`src/rtl/regfile_pkg.sv`:
```
// Shared defaults and read-port state type for the multi-port register file.
package regfile_pkg;

    localparam int DATA_W_DEF = 32;
    localparam int NREGS_DEF  = 16;
    localparam int PC_IDX_DEF = 15;

    typedef enum logic {
        IDLE = 1'b0,
        RESP = 1'b1
    } rd_state_e;

endpackage

```
`src/rtl/regfile_rdport.sv`:
```
// One read port: request/response handshake with a latched data word.
// State table:  IDLE | ready for a request    RESP | response valid, data held until acked
module regfile_rdport
    import regfile_pkg::*;
#(
    parameter int DATA_W = DATA_W_DEF
) (
    input  logic              clk,
    input  logic              rst,
    input  logic              i_req,
    input  logic [DATA_W-1:0] i_rd_val,
    input  logic              i_ack,
    output logic              o_rdy,
    output logic              o_vld,
    output logic [DATA_W-1:0] o_data
);

    rd_state_e         r_state;
    rd_state_e         w_next;
    logic              w_accept;
    logic [DATA_W-1:0] r_data;

    always_ff @(posedge clk or posedge rst) begin
        if (rst) r_state <= IDLE;
        else     r_state <= w_next;
    end

    always_comb begin
        w_next   = r_state;
        o_rdy    = 1'b1;
        w_accept = 1'b0;
        case (r_state)
            IDLE: begin
                o_rdy = 1'b1;
                if (i_req) begin
                    w_accept = 1'b1;
                    w_next   = RESP;
                end
            end
            RESP: begin
                // The slot frees in the same cycle it is consumed, allowing one result per cycle.
                o_rdy = i_ack;
                if (i_ack) begin
                    if (i_req) w_accept = 1'b1;
                    else       w_next   = IDLE;
                end
            end
            default: w_next = IDLE;
        endcase
    end

    always_ff @(posedge clk or posedge rst) begin
        if (rst)           r_data <= '0;
        else if (w_accept) r_data <= i_rd_val;
    end

    assign o_vld  = (r_state == RESP);
    assign o_data = r_data;

endmodule

```
`src/rtl/regfile_mp.sv`:
```
// Multi-port register file: storage, writeback/PC write priority, CPSR, NRD read ports.
// Optional REGFILE_WR_BYPASS_EN forwards same-cycle writes to reads accepted that cycle.
module regfile_mp
    import regfile_pkg::*;
#(
    parameter int DATA_W = DATA_W_DEF,
    parameter int NREGS  = NREGS_DEF,
    parameter int NRD    = 2,
    parameter int PC_IDX = PC_IDX_DEF,
    parameter int AW     = $clog2(NREGS)
) (
    input  logic                  clk,
    input  logic                  rst,
    input  logic [NRD-1:0]        rd_req,
    input  logic [NRD*AW-1:0]     rd_addr,
    output logic [NRD-1:0]        rd_rdy,
    output logic [NRD-1:0]        rd_vld,
    output logic [NRD*DATA_W-1:0] rd_data,
    input  logic [NRD-1:0]        rd_ack,
    input  logic                  wr_en,
    input  logic [AW-1:0]         wr_addr,
    input  logic [DATA_W-1:0]     wr_data,
    input  logic                  pc_we,
    input  logic [DATA_W-1:0]     pc_in,
    output logic [DATA_W-1:0]     pc_out,
    input  logic                  cpsr_we,
    input  logic [DATA_W-1:0]     cpsr_in,
    output logic [DATA_W-1:0]     cpsr_out
);

    localparam logic [AW-1:0] PC_A = AW'(PC_IDX);

    logic [DATA_W-1:0] r_regs [NREGS];
    logic [DATA_W-1:0] r_cpsr;
    logic [DATA_W-1:0] w_rd_val [NRD];

    // Writeback is applied last so it overrides a sequential PC update to the same register.
    always_ff @(posedge clk or posedge rst) begin
        if (rst) begin
            for (int i = 0; i < NREGS; i++) r_regs[i] <= '0;
        end else begin
            if (pc_we) r_regs[PC_A]   <= pc_in;
            if (wr_en) r_regs[wr_addr] <= wr_data;
        end
    end

    always_ff @(posedge clk or posedge rst) begin
        if (rst)          r_cpsr <= '0;
        else if (cpsr_we) r_cpsr <= cpsr_in;
    end

    always_comb begin
        for (int k = 0; k < NRD; k++) begin
            w_rd_val[k] = r_regs[rd_addr[k*AW +: AW]];
`ifdef REGFILE_WR_BYPASS_EN
            if (pc_we && rd_addr[k*AW +: AW] == PC_A) w_rd_val[k] = pc_in;
            if (wr_en && rd_addr[k*AW +: AW] == wr_addr) w_rd_val[k] = wr_data;
`endif
        end
    end

    for (genvar k = 0; k < NRD; k++) begin : g_rd
        regfile_rdport #(.DATA_W(DATA_W)) u_rdport (
            .clk      (clk),
            .rst      (rst),
            .i_req    (rd_req[k]),
            .i_rd_val (w_rd_val[k]),
            .i_ack    (rd_ack[k]),
            .o_rdy    (rd_rdy[k]),
            .o_vld    (rd_vld[k]),
            .o_data   (rd_data[k*DATA_W +: DATA_W])
        );
    end

    assign pc_out   = r_regs[PC_A];
    assign cpsr_out = r_cpsr;

endmodule

```
`config.mk`:
```
export PLATFORM = sky130hd
export DESIGN_NAME = regfile_mp
export DESIGN_NICKNAME = d
export VERILOG_FILES = /design/src/rtl/regfile_pkg.sv /design/src/rtl/regfile_rdport.sv /design/src/rtl/regfile_mp.sv
export SDC_FILE = /design/constraint.sdc
export NUM_CORES = 1
export LEC_CHECK = 0
export BUFFER_PORTS_ARGS = -buffer_cell sky130_fd_sc_hd__buf_4
export CAP_MARGIN = 25
export CORE_UTILIZATION = 50
export DETAILED_ROUTE_END_ITERATION = 8
export PLACE_DENSITY = 0.68
export SYNTH_ARGS = -nofsm -noshare
export SYNTH_HDL_FRONTEND = slang
export SYNTH_SLANG_ARGS = --single-unit
```
`constraint.sdc`:
```
create_clock -name clk -period 24.2 [get_ports clk]
set_input_delay 1.21 -clock clk [delete_from_list [all_inputs] [get_ports clk]]
set_output_delay 1.21 -clock clk [all_outputs]
set_load 0.1 [all_outputs]
```
==> out/qor.txt <==
Clock Latency Late Sink - 610 ps
Slew Viols, Final - 0
Sink Count - 610
DRC - 0
Worst Hold Class - reg -> reg
Initial drt markers - 1737
Final Cell Area - 0.0358 mm2
Clk root buf - clkbuf_16
Crit path DAT - 4280 ps
Placed inst area - 0.0334 mm2
Share of cells above drive strength 1 - 0.433
Final setup fails - 0
CTS max path bufs - 3
Yosys top cell area share - 0.487
RSZ-0062 raised after global routing - no
Relative slew slack - 0.248
Routed WL per cell - 27.6 um
Grt ovf - 0
Crit share post-route - 0.156
DR vias - 21089
Tightest Pin Transition - 1130 ps
Maxcap violations - 0
Inst Count DP - 3202
WL final - 92000 um
Finished Core Util - 0.580
Total GRT Usage - 0.292
Global-route wire length before repair - 138000 um
Post-CTS setup buffers - 0
Core box area - 0.0618 mm2
Die width - 252 um
Power Total - 3370 uW
Yosys cell types - 36
Most frequent cell after synthesis - dfrtp_1
Cts bufs inserted - 69
Final Instance Count excl. Fillers - 3333
CP max FO - 60
Main flop type after synthesis - dfrtp_1
CTS resizes - 0
Hold Buf Count CTS - 0
# rows - 91
GPL Wtd Cong - 0.784
Most instantiated cells after synthesis - 610 x dfrtp_1, 500 x mux2_2, 292 x mux2i_1
Area grow syn2layout - 14.3%
Synth area leaders - dfrtp_1 49%, mux2_2 18%, mux4_2 9.8%, mux2i_1 9.3%, a22oi_1 2.7%
Synthesis Warnings - 0
FF+latch count, synth - 610
Leak pwr - 0.0157 uW
Placed wire-length estimate - 52500 um
Yosys top cell by area - dfrtp_1
Post-synth EDFFs - 0
Die height - 252 um
Synthesized area per cell - 13.5 um2
Antenna Cells - 0
Vias per Instance - 6.33
Ports - 249
Setup TNS Final - 0 ps
Die ar. - 0.0637 mm2
Final ANT Viol Nets - 0
Fin. Hold Viols - 0
Clock transition at the registers of the reported paths - 60 ps
H-tree depth - 3
Status - complete, no violations
Mapped Cells - 2324
Worst setup SP type - input port
Sequential-to-total area share from yosys stat - 0.487
Number of global-route vias before repair - 21968
Largest net degree at the start of global routing - 121
CTS tree - yes
Starting Density - 0.507
Achievable frequency - 264 MHz
CP Class - in -> reg
PwrDens - 93.9 mW/mm2
Crit end category - flop
Clk_skew - 15.0 ps
Worst vdd ir - 0.0000750 V
Tmin final - 3790 ps
Worst EP required - 24690 ps
Port Buffers - 248
Initial antenna violation count - 1
Ys async rst share - 1.00
Syn Std Cell Area - 0.0313 mm2
Syn nets - 2441
Pre-antenna DRT Iters - 5
Final nets - 2560
layout by cell type, fill, tap and decap left out, drive strengths merged, types with 4 or more instances in the layout:
| cell type | netlist | layout |
|---|---|---|
| clkbuf | 92 | 104 |
| dfrtp | 610 | 610 |
| mux2i | 292 | 292 |
| nand2 | 125 | 125 |
| buf | 157 | 297 |
| nand4 | 39 | 39 |
| a21oi | 28 | 28 |
| bufinv | 0 | 5 |
| a21o | 7 | 7 |
| nand3b | 4 | 4 |
| o22ai | 7 | 7 |
| mux2 | 513 | 513 |
| a31oi | 52 | 52 |
| nand2b | 9 | 9 |
| mux4 | 137 | 137 |
| inv | 1 | 6 |
| a22oi | 113 | 113 |
| nand3 | 5 | 5 |
| o21ai | 35 | 35 |
| nor2b | 8 | 8 |
| clkinv | 0 | 8 |
| nor2 | 67 | 67 |
| and2 | 5 | 5 |
| or2 | 8 | 8 |
sequential cells by signal, indices dropped and copies added, names as in the netlist:
register,flops
cpsr_out,32
g_rd.u_rdport.o_data,64
g_rd.u_rdport.o_vld,2
pc_out,32
r_regs,480
stage by stage:
| stage | hold slack [ps] | setup slack, ps |
|---|---|---|
| 2_1_floorplan | 470 | 5910 |
| 5_1_grt | 508 | 20180 |
| 6_report | 486 | 20410 |
| 3_3_place_gp | 468 | 19570 |
| 4_1_cts | 488 | 20050 |
| 3_5_place_dp | 476 | 19420 |
area by class of cell:
class	count	area (um2)
Fill cell	4975	26000
Sequential cell	610	15300
Multi-Input combinational cell	1464	14800
Timing Repair Buffer	297	2400
Clock buffer	104	2050
Tap cell	837	1050
Clock inverter	20	249
Inverter	1	11.3
kinds of logic (layout without fill, tap and decap cells):
logic type | count (synthesis) | in the layout | synth area share
and+or+nand+nor | 274 | 274 | 0.0396
buffers and inverters | 250 | 422 | 0.0453
DFF | 610 | 610 | 0.487
muxes | 942 | 942 | 0.376
AOI/OAI and AO/OA | 248 | 248 | 0.0521
path summary, 6_finish.rpt:
| path | cells after the start | from | slack, ps | end |
|---|---|---|---|---|
| hold / removal | 1 | g_rd[0].u_rdport.o_data[18]$_DFFE_PP0P_ | 490 | g_rd[0].u_rdport.o_data[18]$_DFFE_PP0P_ |
| min in group asynchronous | 2 | rst | 700 | cpsr_out[5]$_DFFE_PP0P_ |
| setup reg to reg | 4 | g_rd[0].u_rdport.o_vld$_DFF_PP0_ | 22250 | g_rd[0].u_rdport.o_data[4]$_DFFE_PP0P_ |
| hold reg to reg | 1 | g_rd[0].u_rdport.o_data[18]$_DFFE_PP0P_ | 490 | g_rd[0].u_rdport.o_data[18]$_DFFE_PP0P_ |
| setup / recovery | 7 | rd_addr[5] | 20410 | g_rd[1].u_rdport.o_data[2]$_DFFE_PP0P_ |
| max in group asynchronous | 6 | rst | 20720 | r_regs[473]$_DFFE_PP0P_ |
worst max-delay path: stages:
cell     delay, ps
buf_8          460
buf_4          780
buf_4          790
mux4_2         600
mux2i_1        150
or2_2          130
a21oi_1         50
report_power, final:
part           total (uW)  internal [uW]  switching, uW
logic                 881            381            500
clock network        1070            640            427
registers            1420           1240            177
layer usage:
layer / track usage / wire [um]
met5: 0 / 13
met4: 0.106 / 3020
met3: 0.0460 / 6220
met2: 0.476 / 44300
met1: 0.395 / 38500
Power figures use the tool's default switching activity.
